File: config.mk
export PLATFORM = sky130hd
export DESIGN_NAME = audio_tone_mixer
export DESIGN_NICKNAME = d
export VERILOG_FILES = /design/src/rtl/audio_tone_mixer.sv
export SDC_FILE = /design/constraint.sdc
export NUM_CORES = 1
export LEC_CHECK = 0
export ABC_AREA = 1
export BUFFER_PORTS_ARGS = -buffer_cell sky130_fd_sc_hd__buf_2
export CORE_MARGIN = 2
export CORE_UTILIZATION = 45
export CTS_BUF_LIST = sky130_fd_sc_hd__clkbuf_4 sky130_fd_sc_hd__clkbuf_8
export DETAILED_ROUTE_END_ITERATION = 10
export HOLD_SLACK_MARGIN = 0.06
export PLACE_DENSITY = 0.74
export SLEW_MARGIN = 0
export SYNTH_ARGS = -nofsm -noshare
export SYNTH_HDL_FRONTEND = slang
export SYNTH_SLANG_ARGS = --single-unit
export TNS_END_PERCENT = 100
File: constraint.sdc
create_clock -name CLOCK_50 -period 17.4 [get_ports CLOCK_50]
set_clock_uncertainty 0.15 [all_clocks]
set_input_delay 1.74 -clock CLOCK_50 [delete_from_list [all_inputs] [get_ports CLOCK_50]]
set_output_delay 1.74 -clock CLOCK_50 [all_outputs]
set_load 0.02 [all_outputs]
File: src/rtl/audio_tone_mixer.sv
// Pops one stereo pair from the capture side, adds a switch-selected square tone
// with signed saturation, and pushes the result to the playback side.
module audio_tone_mixer #(
  parameter int                       DATA_W    = 32,
  parameter logic signed [DATA_W-1:0] AMPLITUDE = 32'h0FFFFFF0,
  parameter logic [10:0]              BASE_LSB  = 11'h3B8
) (
  input  logic                     CLOCK_50,
  input  logic                     reset,
  input  logic [7:0]               sw,
  input  logic                     clear_sat,
  input  logic                     audio_in_available,
  input  logic signed [DATA_W-1:0] left_in,
  input  logic signed [DATA_W-1:0] right_in,
  input  logic                     audio_out_allowed,
  output logic                     read_audio_in,
  output logic                     write_audio_out,
  output logic signed [DATA_W-1:0] left_out,
  output logic signed [DATA_W-1:0] right_out,
  output logic                     tone_active,
  output logic                     sat_flag
);

  localparam logic signed [DATA_W-1:0] SAT_MAX = {1'b0, {(DATA_W-1){1'b1}}};
  localparam logic signed [DATA_W-1:0] SAT_MIN = {1'b1, {(DATA_W-1){1'b0}}};

  typedef enum logic [1:0] {S_IDLE, S_MIX, S_WRITE} state_t;

  state_t                     r_state;
  state_t                     w_next;
  logic [18:0]                r_count;
  logic [18:0]                r_period;
  logic                       r_phase;
  logic                       r_tone_active;
  logic signed [DATA_W-1:0]   r_lat_l;
  logic signed [DATA_W-1:0]   r_lat_r;
  logic signed [DATA_W-1:0]   r_left_out;
  logic signed [DATA_W-1:0]   r_right_out;
  logic                       r_sat;
  logic signed [DATA_W-1:0]   w_tone;
  logic                       w_read;
  logic                       w_write;
  logic                       w_clip;

  function automatic logic signed [DATA_W-1:0] sat_add(
    input logic signed [DATA_W-1:0] a,
    input logic signed [DATA_W-1:0] b
  );
    logic [DATA_W:0] s;
    s = {a[DATA_W-1], a} + {b[DATA_W-1], b};
    if (s[DATA_W] != s[DATA_W-1])
      return s[DATA_W] ? SAT_MIN : SAT_MAX;
    return s[DATA_W-1:0];
  endfunction

  function automatic logic add_clips(
    input logic signed [DATA_W-1:0] a,
    input logic signed [DATA_W-1:0] b
  );
    logic [DATA_W:0] s;
    s = {a[DATA_W-1], a} + {b[DATA_W-1], b};
    return s[DATA_W] ^ s[DATA_W-1];
  endfunction

  // Free-running tone: sw is only sampled at a half-period boundary, so changes never glitch
  always_ff @(posedge CLOCK_50 or posedge reset) begin
    if (reset) begin
      r_count       <= '0;
      r_period      <= '0;
      r_phase       <= 1'b1;
      r_tone_active <= 1'b0;
    end else if (r_count == r_period) begin
      r_count       <= '0;
      r_period      <= {sw, BASE_LSB};
      r_phase       <= ~r_phase;
      r_tone_active <= (sw != 8'd0);
    end else begin
      r_count <= r_count + 19'd1;
    end
  end

  assign w_tone = r_tone_active ? (r_phase ? AMPLITUDE : -AMPLITUDE) : '0;
  assign w_clip = add_clips(r_lat_l, w_tone) | add_clips(r_lat_r, w_tone);

  always_ff @(posedge CLOCK_50 or posedge reset) begin
    if (reset) r_state <= S_IDLE;
    else       r_state <= w_next;
  end

  always_comb begin
    w_next = r_state;
    case (r_state)
      S_IDLE:  if (audio_in_available && audio_out_allowed) w_next = S_MIX;
      S_MIX:   w_next = S_WRITE;
      S_WRITE: if (audio_out_allowed) w_next = S_IDLE;
      default: w_next = S_IDLE;
    endcase
  end

  // Strobes are combinational so the pop/push lands in the same cycle the FSM commits
  always_comb begin
    w_read  = 1'b0;
    w_write = 1'b0;
    if (!reset) begin
      w_read  = (r_state == S_IDLE) && audio_in_available && audio_out_allowed;
      w_write = (r_state == S_WRITE) && audio_out_allowed;
    end
  end

  always_ff @(posedge CLOCK_50) begin
    if (w_read) begin
      r_lat_l <= left_in;
      r_lat_r <= right_in;
    end
  end

  always_ff @(posedge CLOCK_50 or posedge reset) begin
    if (reset) begin
      r_left_out  <= '0;
      r_right_out <= '0;
      r_sat       <= 1'b0;
    end else begin
      if (r_state == S_MIX) begin
        r_left_out  <= sat_add(r_lat_l, w_tone);
        r_right_out <= sat_add(r_lat_r, w_tone);
      end
      if (r_state == S_MIX && w_clip) r_sat <= 1'b1;
      else if (clear_sat)             r_sat <= 1'b0;
    end
  end

  assign read_audio_in   = w_read;
  assign write_audio_out = w_write;
  assign left_out        = r_left_out;
  assign right_out       = r_right_out;
  assign tone_active     = r_tone_active;
  assign sat_flag        = r_sat;

endmodule

Word-level counts from Yosys, hierarchy flattened
Index checks and enable logic that the tools add are counted.
{ "op_classes": {"addsub": 3, "n_eq_ne": 7, "muxes": 20, "bitwise": 4, "reduce_logical": 9} }
{ "ops": {"columns": ["operator", "n"], "rows": [
  ["32-bit two-way mux", 8],
  ["32-bit by 32-bit adder with 33-bit output", 2],
  ["19-bit by 1-bit adder with 19-bit output, second input constant", 1],
  ["19-bit equality test", 1],
  ["19-bit two-way mux", 1],
  ["1-bit two-way mux", 8],
  ["8-bit nonzero test", 1],
  ["2-bit case mux with 3 select lines", 1],
  ["1-bit logical AND", 5],
  ["2-bit two-way mux", 2],
  ["2-bit != test, second input constant", 2],
  ["2-bit by 1-bit equality test with 1-bit output, second input constant", 1],
  ["2-bit equality test, second input constant", 1],
  ["2-bit zero test", 1],
  ["1-bit != test", 2],
  ["2-bit AND reduction", 1],
  ["2-bit nonzero test", 1],
  ["1-bit XOR", 2],
  ["1-bit inverter", 1],
  ["1-bit bitwise OR", 1]
]} }
{ "totals": {"regBits": 166, "inputBits": 77, "output_inout_bits": 68, "wordCells": 53} }

Logic depth before layout (Yosys ltp)
Gate-level depths: netlist (run 1).
{ "logic_depth": {"depth_word": 7, "depth_mapped": 22, "depth_no_buf": 20} }

Least setup slack after synthesis (run 1)
OpenSTA, ideal clock, no wires.
{ "synth_timing": {"path_kind": "input port to output port", "from": "input port reset", "to": "output port read_audio_in", "arrival_time_ns": 8.534, "t_required_ns": 15.510, "path_slack_ns": 6.976, "path_stages": 1, "n_path_buf": 0, "path_cell_list": "nor4_1"} }
{ "synth_via": {"elab_chain_cells": 1} }
{ "synth_lines": {"columns": ["element", "line_no", "text"], "rows": [
  ["start, declared", "9", "input logic reset,"],
  ["1-bit two-way mux", "104", "if (!reset) begin"],
  ["end, declared", "16", "output logic read_audio_in,"]
]} }
No other way between the ends.

Final worst setup path (run 1)
{ "layout_timing": {"from": "register r_tone_active, in the netlist tone_active", "to": "register r_right_out[17], in the netlist right_out[17]"} }
{ "layout_via": {"elab_chain_cells": 6, "word_cells_on_any_way": 8, "classes_between": "add/sub (1); eq/ne (1); mux (6)"} }
{ "layout_lines": {"columns": ["element", "line_no", "text"], "rows": [
  ["start, declared", "34", "logic r_tone_active;"],
  ["start signal, assigned", "76", "r_tone_active <= (sw != 8'd0);"],
  ["32-bit two-way mux *", "82", "assign w_tone = r_tone_active ? (r_phase ? AMPLITUDE : -AMPLITUDE) : '0;"],
  ["32-bit by 32-bit adder with 33-bit output *", "50", "s = {a[DATA_W-1], a} + {b[DATA_W-1], b};"],
  ["1-bit != test", "51", "if (s[DATA_W] != s[DATA_W-1])"],
  ["1-bit two-way mux", "51", null],
  ["1-bit two-way mux", "123", "if (r_state == S_MIX) begin"],
  ["32-bit two-way mux *", "53", "return s[DATA_W-1:0];"],
  ["end signal, assigned", "125", "r_right_out <= sat_add(r_lat_r, w_tone);"],
  ["end, declared", "38", "logic signed [DATA_W-1:0] r_right_out;"]
]} }
Every way passes the cells marked *; elsewhere a longest branch is shown, timed or not. The select of a mux whose other input is x is not followed.
A chain may end at the register's enable or synchronous reset.

==> PnR_summary.wiki, run 1 <==
{| class="wikitable"
! Metric !! Value
|-
| Number of buffers created by CTS || 17
|-
| CTS tree || built
|-
| Setup slack of the critical path after layout || 12490 ps
|-
| Total core area || 22000 sq um
|-
| TritonCTS sink count || 161
|-
| Mean number of vias per cell || ~5.2
|-
| Global-route wire length before repair || 43.2 mm
|-
| Hold wc startpoint || r_count[0]
|-
| Outcome || completed
|-
| Iteration-0 DRC count of the detailed router || approximately 710
|-
| Root buffer selected by CTS || sky130_fd_sc_hd__clkbuf_8
|-
| Share of synthesized flip-flops with an asynchronous set or reset || ~60%
|-
| Antenna violations before repair || 0
|-
| Cell accounting for the most synthesized area || sky130_fd_sc_hd__dfrtp_1
|-
| Max Cap Violations || 0
|-
| Final Routed Wirelength || between 20 and 30 mm
|-
| Post-DP HPWL || approximately 21 mm
|-
| Area of the mapped netlist || 10100 sq um
|-
| Number of cells on the worst hold path || 1
|-
| Vias post-DR || 9176
|-
| Post-synthesis sequential area ratio || 43.0%
|-
| Clock latency at the later pin of the worst-skew pair || 450 ps
|-
| Total power per unit cell area || 89.2 nW/um^2
|-
| Setup repair after global routing missed its margin || no
|-
| Library cell with the highest instance count after synthesis || sky130_fd_sc_hd__nand2_1
|-
| Hold Buf Count CTS || 0
|-
| Horizontal extent of the die || 154 microns
|-
| Final setup TNS || 0 ps
|-
| Hold crit path type || flip-flop to flip-flop
|-
| Number of synthesis warnings || 0
|-
| Share of the clock period used by the worst path || 28.2%
|-
| Reg-to-reg slack, setup || 12490 ps
|-
| Arrival time reported for the critical path endpoint || between 5000 and 6000 ps
|-
| Quantity of gates resized following cts || 0
|-
| Startpoint of the most critical register-to-register path || tone_active
|-
| H-Tree Level Count || 4
|-
| Final number of max-transition violations || 0
|-
| Worst stage delay on the critical path || about 1100 ps
|-
| NumNets Final || around 1.6k
|-
| Number of buffers inserted by port buffering || 144
|-
| Die footprint || around 24000 sq um
|-
| Cell chain of the critical path || nand2_4 > inv_2 > nand2_1 > nand2_1 > inv_1 > ha_1 > inv_1 > nand2_1 > nand2_1 > nand2_1 > nand2_1 > nand2_1 > nand2_1 > nand2_1 > nand2_1 > nand2_2 > a21oi_4 > a21oi_1
|-
| Fmax achieved || 204 MHz
|-
| Most instantiated cells after synthesis || sky130_fd_sc_hd__nand2_1 (353), sky130_fd_sc_hd__nor2_1 (186), sky130_fd_sc_hd__inv_1 (145)
|-
| Setup bufs post-CTS || 0
|-
| Worst vdd rail ir drop || 0.0465 mV
|-
| Remaining global-route overflow || 0
|-
| Antenna fix cells || 0
|-
| Fraction of layout instances using a drive strength above 1 || between 10% and 20%
|-
| Element type at the critical path start || flip-flop
|-
| Static Leak || 5.43 nW
|-
| Clock period minus final worst setup slack || 4910 ps
|-
| Die Ht || 154 microns
|-
| Flip-flop and latch count after synthesis || 161
|-
| Tot GR Track Use || 22.9%
|-
| Ports || 145
|-
| Clock-pin transition on the worst setup and hold timing paths || approximately 80 ps
|-
| Number of global-route vias before repair || 8358
|-
| Starting utilization of the core area || 46.1%
|-
| Final GP Congestion || a little over 0.9
|-
| Family of cells with the greatest summed delay on the critical path || simple AND/OR/NAND/NOR gates
|-
| Combined buffer and inverter count along the critical path || 3
|-
| Placement Rows || 54
|-
| Post-placement setup slack || 12490 ps
|-
| Terminating pin of the worst hold path || r_count[0]
|-
| R2r endpoint || right_out[17]
|-
| Worst EP required || 17550 ps
|-
| Area delta synth->final || 12.7%
|-
| Final Hold Fails || 0
|-
| Prevailing post-synth register cell || sky130_fd_sc_hd__dfrtp_1
|-
| Crit path top cell by count || sky130_fd_sc_hd__nand2_1
|-
| Kind of critical path || flip-flop to flip-flop
|-
| Remaining DRCs || 0
|-
| Synthesized area divided by synthesized cell count || 7.63 sq um
|-
| Relative max-transition margin || between 20% and 30%
|-
| Length of the first detailed-routing pass in iterations || 5
|-
| Worst setup EP type || flip-flop
|-
| Layout fillers || 2154
|-
| Number of buffers between clock root and the deepest sink || 2
|-
| Number of synthesized flops with an enable pin || 64
|-
| Cell count after synthesis || 1328
|-
| Pin count of the biggest net entering global routing || 77
|-
| Net count of the mapped netlist || 1419
|-
| Antenna Nets Post-Route || 0
|-
| Number of cells on the worst reg-to-reg path || 18
|-
| Number of different library cells in the post-synthesis netlist || 41
|-
| Worst path slowest cell || sky130_fd_sc_hd__dfrtp_1
|-
| Biggest area contributors in the synthesized netlist || sky130_fd_sc_hd__dfrtp_1 (24%), sky130_fd_sc_hd__edfxtp_1 (19%), sky130_fd_sc_hd__nand2_1 (13%)
|-
| Tightest hold margin || 347 ps
|-
| Total of endpoints with negative setup slack in the final report || 0
|-
| Critical path fanouts, max || 76
|-
| Wire length per cell || 15.4 microns
|-
| Area share of the largest cell type after synthesis || 23.7%
|-
| Slew @ Worst Pin || 1060 ps
|}
==> registers in the layout (all words and copies together) (netlist names) <==
register / count
r_phase: 1
tone_active: 1
r_period: 9
sat_flag: 1
r_lat_l: 32
r_state: 2
r_lat_r: 32
r_count: 19
right_out: 32
left_out: 32
==> final cells by class <==
cell class / count / area [sq um] / share of cell area [%]
Multi-Input combinational cell: 981 / 4950 / 43.4
Sequential cell: 161 / 4350 / 38.1
Timing Repair Buffer: 149 / 758 / 6.64
Inverter: 149 / 562 / 4.92
Tap cell: 280 / 350 / 3.07
Clock buffer: 21 / 289 / 2.53
Clock inverter: 11 / 148 / 1.29
==> stage by stage <==
step	cells	instance area (sq um)	power (mW)	util, %
after floorplan	1328	10100	0.641	-
after global placement	1720	11000	0.719	50.0
after detailed placement	1720	11000	0.725	50.0
after CTS	1752	11400	1.02	52.0
after global routing	1752	11400	1.07	52.0
final	1752	11400	1.02	52.0
==> per-layer routing <==
layer  vias up  routed length [microns]  GRT usage, %
met5         -                        0             0
met4         0                      339          5.87
met3        26                     2160          3.78
met2       315                    10800          31.1
met1      4233                    13600          37.2
li1       4602                        -             -
==> where the power goes <==
group	total [mW]	internal [mW]	switching, mW
clock network	0.302	0.158	0.144
logic	0.235	0.0789	0.156
registers	0.481	0.451	0.0301
==> worst max-delay path by stage <==
stage | cells after the start | slack (ps) | end | from
after floorplan | 1 | 6980 | read_audio_in | reset
after global placement | 3 | 12630 | read_audio_in | reset
after detailed placement | 18 | 12490 | right_out[29] | tone_active
after CTS | 18 | 12490 | right_out[29] | tone_active
after global routing | 18 | 11870 | right_out[17] | tone_active
final | 18 | 12490 | right_out[17] | tone_active
==> placed cells by master (no fill, tap or decap), types with 21 or more instances in the layout <==
cell type                  netlist  final
sky130_fd_sc_hd__nand2_1       353    353
sky130_fd_sc_hd__nor2_1        186    185
sky130_fd_sc_hd__inv_1         145    144
sky130_fd_sc_hd__buf_2           6    144
sky130_fd_sc_hd__dfrtp_1        96     96
sky130_fd_sc_hd__nand3_1        95     95
sky130_fd_sc_hd__a21oi_1        82     82
sky130_fd_sc_hd__edfxtp_1       64     64
sky130_fd_sc_hd__a21oi_2        34     34
sky130_fd_sc_hd__o21ai_0        25     25
sky130_fd_sc_hd__xnor2_1        25     25
sky130_fd_sc_hd__clkbuf_8        0     21
==> cells by family (layout without fill, tap and decap cells) <==
logic type | count (synthesis) | in the layout | share of synthesized area [%]
and+or+nand+nor | 726 | 726 | 30.4
AOI/OAI and AO/OA | 194 | 194 | 12.3
buffers and inverters | 186 | 330 | 8.34
DFF | 161 | 161 | 43.0
xor gates and xnor gates | 47 | 47 | 4.29
adders and majority gates | 14 | 14 | 1.73
(Power assumes the default switching activity.)
==> run 2: changes to the inputs <==
Settings changed: ABC_AREA 1 to 0, PLACE_DENSITY 0.74 to 0.75.
Clock period 17.4 ns to 4.95 ns, I/O delays scaled along.
==> run 2 against run 1 <==
Combinational power increased to 3.3 times the previous value. First-iteration DRC count fell by 5.5%. Sequential power rose to 3.6 times the previous value. Critical endpoint is now left_out[24]. Highest routed layer unchanged.
==> PnR_summary.wiki, run 2 <==
{| class="wikitable"
! Metric !! Value
|-
| Pin count of the biggest net entering global routing || 66 (-14%)
|-
| Final Hold Fails || 0 (unchanged)
|-
| Length of the first detailed-routing pass in iterations || 5 (unchanged)
|-
| Remaining global-route overflow || 0 (unchanged)
|-
| Fmax achieved || 243 MHz (+20%)
|-
| Outcome || completed
|-
| Element type at the critical path start || flip-flop
|-
| Remaining DRCs || 0 (unchanged)
|-
| Hold crit path type || input port to async pin
|-
| Net count of the mapped netlist || 1126 (-21%)
|-
| Number of buffers created by CTS || 17 (unchanged)
|-
| Horizontal extent of the die || 149 microns (-3.0%)
|-
| Post-DP HPWL || 17.5 mm (-16%)
|-
| Critical path fanouts, max || 44 (-42%)
|-
| Synthesized area divided by synthesized cell count || 9.19 sq um (+21%)
|-
| Total core area || 20900 sq um (-4.9%)
|-
| Antenna violations before repair || 0 (unchanged)
|-
| Most instantiated cells after synthesis || sky130_fd_sc_hd__nand2_1 (118), sky130_fd_sc_hd__o21ai_0 (99), sky130_fd_sc_hd__dfrtp_1 (96), sky130_fd_sc_hd__nor2_1 (96), sky130_fd_sc_hd__edfxtp_1 (64)
|-
| Worst setup EP type || flip-flop
|-
| Number of synthesis warnings || 0 (unchanged)
|-
| Final Routed Wirelength || 24.7 mm (-8.1%)
|-
| Setup repair after global routing missed its margin || no
|-
| Die Ht || 149 microns (-3.0%)
|-
| Kind of critical path || flip-flop to flip-flop
|-
| Mean number of vias per cell || 5.70 (+8.8%)
|-
| Startpoint of the most critical register-to-register path || r_phase
|-
| Cell accounting for the most synthesized area || sky130_fd_sc_hd__dfrtp_1
|-
| Setup slack of the critical path after layout || 843 ps (-11650 ps)
|-
| Final setup TNS || 0 ps (unchanged)
|-
| Top library cells by usage in the layout, fill and taps aside || sky130_fd_sc_hd__buf_2 (144), sky130_fd_sc_hd__nand2_1 (117), sky130_fd_sc_hd__o21ai_0 (99)
|-
| Most frequent standard cell in the layout excluding fill and tap cells || sky130_fd_sc_hd__buf_2
|-
| Clock-pin transition on the worst setup and hold timing paths || 90 ps (about the same)
|-
| Share of synthesized flip-flops with an asynchronous set or reset || 60.2% (unchanged)
|-
| Relative max-transition margin || 29.9% (+0.69 points)
|-
| Final GP Congestion || 0.966 (+3.7%)
|-
| Post-placement setup slack || 943 ps (-11550 ps)
|-
| Wire length per cell || 16.8 microns (+9.5%)
|-
| Starting utilization of the core area || 45.5% (-0.58 points)
|-
| Placement Rows || 53 (-1.9%)
|-
| Share of the clock period used by the worst path || 83.0% (+55 points)
|-
| End-of-flow core utilization || 54.0% (+2.1 points)
|-
| Tot GR Track Use || 22.2% (-0.72 points)
|-
| Number of global-route vias before repair || 7534 (-9.9%)
|-
| CTS tree || built
|-
| Biggest area contributors in the synthesized netlist || sky130_fd_sc_hd__dfrtp_1 (25%), sky130_fd_sc_hd__edfxtp_1 (20%), sky130_fd_sc_hd__xnor2_1 (5.6%)
|-
| Arrival time reported for the critical path endpoint || 4320 ps (-740 ps)
|-
| Max Cap Violations || 0 (unchanged)
|-
| Post-synthesis sequential area ratio || 45.7% (+2.8 points)
|-
| Slew @ Worst Pin || 1050 ps (-15.0 ps)
|-
| Ports || 145 (unchanged)
|-
| Clock period minus final worst setup slack || 4110 ps (-801 ps)
|-
| Number of cells on the worst reg-to-reg path || 12 (-6)
|-
| Die footprint || 22300 sq um (-5.9%)
|-
| Worst vdd rail ir drop || 0.153 mV (+230%)
|-
| Total power per unit cell area || 303 nW/um^2 (+240%)
|-
| R2r endpoint || left_out[24]
|-
| Flip-flop and latch count after synthesis || 161 (unchanged)
|-
| Library cell with the highest instance count after synthesis || sky130_fd_sc_hd__nand2_1
|-
| TritonCTS sink count || 161 (unchanged)
|-
| Iteration-0 DRC count of the detailed router || 673 (-5.5%)
|-
| Vias post-DR || 8374 (-8.7%)
|-
| Area of the mapped netlist || 9510 sq um (-6.1%)
|-
| Cell count after synthesis || 1035 (-22%)
|-
| Number of buffers inserted by port buffering || 144 (unchanged)
|-
| Setup bufs post-CTS || 0 (unchanged)
|-
| Fraction of layout instances using a drive strength above 1 || 19.0% (+1.4 points)
|-
| H-Tree Level Count || 4 (unchanged)
|-
| Hold Buf Count CTS || 50 (+50)
|-
| Number of different library cells in the post-synthesis netlist || 80 (+95%)
|-
| NumNets Final || 1273 (-18%)
|-
| Total of endpoints with negative setup slack in the final report || 0 (unchanged)
|-
| Worst EP required || 5160 ps (-12390 ps)
|-
| Global-route wire length before repair || 39.3 mm (-9.0%)
|-
| Area delta synth->final || 18.6%
|-
| Number of synthesized flops with an enable pin || 64 (unchanged)
|-
| Clock latency at the later pin of the worst-skew pair || 450 ps (about the same)
|-
| Number of buffers between clock root and the deepest sink || 2 (unchanged)
|-
| Root buffer selected by CTS || sky130_fd_sc_hd__clkbuf_8
|-
| Antenna Nets Post-Route || 0 (unchanged)
|-
| Prevailing post-synth register cell || sky130_fd_sc_hd__dfrtp_1
|-
| Crit path launch || r_phase
|-
| Reg-to-reg slack, setup || 840 ps (-11650 ps)
|-
| Static Leak || 4.52 nW (-17%)
|-
| Total power || 3.42 mW (+240%)
|-
| Quantity of gates resized following cts || 0 (unchanged)
|-
| Antenna fix cells || 0 (unchanged)
|-
| Final number of max-transition violations || 0 (unchanged)
|-
| Area share of the largest cell type after synthesis || 25.2% (+1.5 points)
|}
[run 2: changes by cell type after synthesis, sizes merged, moves of 61 or more]
cell	before	now
nand2	370	118
o21ai	31	111
nand3	96	31
a21oi	118	57
nor2	192	96
inv	148	13
[run 2: how the worst max path moves through the flow]
stage	endpoint	slack (ps)	cells after the start
floorplan	right_out[0]	330	17
global placement	left_out[6]	980	9
detailed placement	left_out[24]	940	12
CTS	left_out[24]	920	12
global route	left_out[24]	580	12
finish	left_out[24]	840	12
[run 2: kinds of logic after synthesis]
kind of cell	synth area share (%)
and+or+nand+nor	20.4
AOI/OAI and AO/OA	17.6
DFF	45.7
buffers and inverters	3.93
xor gates and xnor gates	8.29
muxes	2.22
adders and majority gates	1.84
[run 2: area by class of cell]
type	count	area, sq um
clock inverter	13	123
tap	275	344
timing repair buffer	208	1330
clock buffer	19	262
fill	1896	9600
sequential	161	4350
inverter	13	51.3
multi-input combinational	781	4830
[run 2: report_power, final]
part	internal, mW	switching [mW]
clock network	0.432	0.506
logic	0.276	0.492
registers	1.58	0.124
[run 2: stage by stage]
step / instances / hold slack (ps) / cell area (sq um)
2_1_floorplan: 1035 / 296 / 9530
3_3_place_gp: 1387 / 305 / 10400
3_5_place_dp: 1387 / 315 / 10400
4_1_cts: 1469 / 61.9 / 11300
5_1_grt: 1470 / 60.1 / 11300
6_report: 1470 / 84.3 / 11300
[run 2: worst max-delay path: stages (launching register included)]
cell and delay (ps):
sky130_fd_sc_hd__dfstp_2 720, sky130_fd_sc_hd__nand2_2 320, sky130_fd_sc_hd__buf_4 320, sky130_fd_sc_hd__xnor2_1 180, sky130_fd_sc_hd__ha_1 330, sky130_fd_sc_hd__nand2_1 110, sky130_fd_sc_hd__a2111oi_0 480, sky130_fd_sc_hd__a31o_2 340
sky130_fd_sc_hd__a2111oi_0 150, sky130_fd_sc_hd__a21oi_2 120, sky130_fd_sc_hd__buf_4 380, sky130_fd_sc_hd__a21oi_1 120, sky130_fd_sc_hd__o31ai_1 280
[run 2: layer usage]
metal  vias to the layer above  track usage, %  share of wire (%)
li1                       4051               -                  -
met1                      3894            34.3                 48
met2                       401            31.5                 42
met3                        28            4.31                8.1
met4                         0            6.05                1.2
met5                         -               0                  0
==> run 3: changes to the inputs <==
Settings changed: ABC_AREA 0 to 1, PLACE_DENSITY 0.75 to 0.77.
Clock period 4.95 ns to 3.6 ns, I/O delays scaled along.
==> run 3 against run 2 <==
Fmax increased by 25%. Critical path depth increased by 8. Count of clock-buffer cells in the layout unchanged. Wire length increased by 11%. Final area increased by 8.8%. Combinational power increased by 58%. Non-clock buffer count increased by 27.
==> PnR_summary.wiki, run 3 (synthesis results as in run 1) <==
{| class="wikitable"
! Metric !! Value
|-
| Outcome || completed
|-
| Arrival time reported for the critical path endpoint || 3460 ps (-860 ps)
|-
| Worst EP required || 3780 ps (-1380 ps)
|-
| Worst path slowest cell || sky130_fd_sc_hd__dfrtp_1
|-
| Hold crit path type || input port to flip-flop
|-
| Share of the clock period used by the worst path || 91.2% (+8.2 points)
|-
| Vias post-DR || 9572 (+14%)
|-
| Total core area || 22000 sq um (+5.1%)
|-
| Tot GR Track Use || 23.4% (+1.2 points)
|-
| Setup slack of the critical path after layout || 317 ps (-525 ps)
|-
| Number of buffers created by CTS || 17 (unchanged)
|-
| Total of endpoints with negative setup slack in the final report || 0 (unchanged)
|-
| Total power per unit cell area || 402 nW/um^2 (+33%)
|-
| Fraction of layout instances using a drive strength above 1 || 17.5% (-1.5 points)
|-
| Starting utilization of the core area || 46.1% (+0.58 points)
|-
| Remaining DRCs || 0 (unchanged)
|-
| Clock-pin transition on the worst setup and hold timing paths || 80 ps (about the same)
|-
| Iteration-0 DRC count of the detailed router || 853 (+27%)
|-
| Global-route wire length before repair || 44.5 mm (+13%)
|-
| Kind of critical path || flip-flop to flip-flop
|-
| Layout fillers || 2047 (+8.0%)
|-
| NumNets Final || 1636 (+29%)
|-
| Number of global-route vias before repair || 8845 (+17%)
|-
| Cell chain of the critical path || buf_4 > nand2_4 > buf_12 > nand2_1 > nand2_1 > inv_1 > ha_1 > inv_1 > nand2_1 > nand2_1 > nand2_1 > nand2_1 > nand2_1 > nand2_1 > nand2_1 > nand2_1 > nand2_2 > a21oi_4 > buf_6 > a21oi_1
|-
| Static Leak || 5.82 nW (+29%)
|-
| Placement Rows || 54 (+1.9%)
|-
| Setup bufs post-CTS || 0 (unchanged)
|-
| Final setup TNS || 0 ps (unchanged)
|-
| Antenna fix cells || 0 (unchanged)
|-
| Relative max-transition margin || 52.8% (+23 points)
|-
| Post-DP HPWL || 20.9 mm (+19%)
|-
| Multi-input logic area || 4970 sq um (+3.1%)
|-
| Remaining global-route overflow || 0 (unchanged)
|-
| Antenna Nets Post-Route || 0 (unchanged)
|-
| Worst vdd rail ir drop || 0.202 mV (+33%)
|-
| Horizontal extent of the die || 154 microns (+3.1%)
|-
| Critical path fanouts, max || 75 (+70%)
|-
| Tightest hold margin || 112 ps (+27.5 ps)
|-
| Reg-to-reg slack, setup || 320 ps (-530 ps)
|-
| Pin count of the biggest net entering global routing || 76 (+15%)
|-
| Clock latency at the later pin of the worst-skew pair || 450 ps (about the same)
|-
| Clock period minus final worst setup slack || 3280 ps (-825 ps)
|-
| Mean number of vias per cell || 5.21 (-8.6%)
|-
| Antenna violations before repair || 0 (unchanged)
|-
| Setup repair after global routing missed its margin || no
|-
| Area of all sequential standard cells || 4350 sq um (unchanged)
|-
| TritonCTS sink count || 161 (unchanged)
|-
| Post-placement setup slack || 219 ps (-724 ps)
|-
| Number of buffers inserted by port buffering || 144 (unchanged)
|-
| Slew @ Worst Pin || 703 ps (-345 ps)
|-
| Length of the first detailed-routing pass in iterations || 6 (+1)
|-
| Fin area || 12300 sq um (+8.8%)
|-
| CTS tree || built
|-
| Most frequent standard cell in the layout excluding fill and tap cells || sky130_fd_sc_hd__nand2_1
|-
| Crit path top cell by count || sky130_fd_sc_hd__nand2_1
|-
| Root buffer selected by CTS || sky130_fd_sc_hd__clkbuf_8
|-
| Fmax achieved || 305 MHz (+25%)
|-
| Area delta synth->final || 21.2%
|-
| Max Cap Violations || 0 (unchanged)
|-
| Ports || 145 (unchanged)
|-
| Final number of max-transition violations || 0 (unchanged)
|-
| Worst stage delay on the critical path || 400 ps (-320 ps)
|-
| Instance area at placement || 11100 sq um (+6.7%)
|-
| Worst setup EP type || flip-flop
|-
| Final Hold Fails || 0 (unchanged)
|-
| Die footprint || 23700 sq um (+6.3%)
|-
| Wire length per cell || 14.9 microns (-12%)
|-
| Top library cells by usage in the layout, fill and taps aside || sky130_fd_sc_hd__nand2_1 (353), sky130_fd_sc_hd__nor2_1 (184), sky130_fd_sc_hd__inv_1 (144), sky130_fd_sc_hd__buf_2 (144), sky130_fd_sc_hd__dfrtp_1 (96)
|-
| Element type at the critical path start || flip-flop
|-
| Final Routed Wirelength || 27.3 mm (+11%)
|-
| Die Ht || 154 microns (+3.1%)
|-
| Number of buffers between clock root and the deepest sink || 2 (unchanged)
|-
| H-Tree Level Count || 4 (unchanged)
|-
| Final GP Congestion || 0.960 (-0.62%)
|}
## run 3: changes by cell type in the layout (fill, tap and decap cells not counted), moves of 24 or more
cell,delta
sky130_fd_sc_hd__nand2_1,+236
sky130_fd_sc_hd__nor2_1,+88
sky130_fd_sc_hd__nand3_1,+64
sky130_fd_sc_hd__xnor2_1,-35
sky130_fd_sc_hd__inv_1,+132
sky130_fd_sc_hd__o21ai_0,-74
sky130_fd_sc_hd__a21oi_1,+26
sky130_fd_sc_hd__dlygate4sd3_1,+24
sky130_fd_sc_hd__a21oi_2,+33
## run 3: repair_timing
item,4_1_cts,5_1_grt
hold buffers,75,0
setup endpoints to repair,0,39
endpoints found under the hold margin,117,0
resized for setup,0,4
## run 3: path summary, 6_finish.rpt
| kind | depth (start not counted) | endpoint | from |
|---|---|---|---|
| worst max register to register | 20 | right_out[0] | tone_active |
| worst max-delay path | 20 | right_out[0] | tone_active |
| max in group asynchronous | 4 | left_out[15] | reset |
| min in group asynchronous | 3 | right_out[6] | reset |
| worst min register to register | 2 | r_period[9] | r_period[9] |
| worst min-delay path | 4 | r_state[1] | audio_out_allowed |
## run 3: metrics by stage
stage                     utilization [%]  power, mW  cells
after CTS                            55.8       4.96   1838
after floorplan                         -       3.09   1328
after global placement               50.5       3.48   1731
after global routing                 55.9       5.19   1838
final                                55.9       4.93   1838
after detailed placement             50.5       3.51   1731
## run 3: where the power goes
group,internal (mW),switching [mW],total (mW)
logic,0.441,0.771,1.21
clock network,0.713,0.684,1.40
registers,2.18,0.146,2.32
## run 3: worst max-delay path, delay by kind of cell (launching register included)
| kind | cells | cell delay (ps) |
|---|---|---|
| and+or+nand+nor | 12 | 1220 |
| AOI/OAI and AO/OA | 2 | 340 |
| buffers and inverters | 5 | 830 |
| adders and majority gates | 1 | 190 |
| DFF | 1 | 400 |
## run 3: routing by layer
metal	track usage (%)	vias up	part of all wire, %
met3	3.35	32	6.2
met4	6.85	0	1.6
met5	0	-	0
li1	-	4772	-
met2	33.9	337	42
met1	36.2	4431	50
## run 3: area by class of cell
type                            instances  share of cell area (%)
Multi-Input combinational cell        981                    40.5
Clock buffer                           19                    2.08
Inverter                              149                    4.58
Sequential cell                       161                    35.4
Tap cell                              280                    2.85
Clock inverter                         13                    1.30
Timing Repair Buffer                  235                    13.2
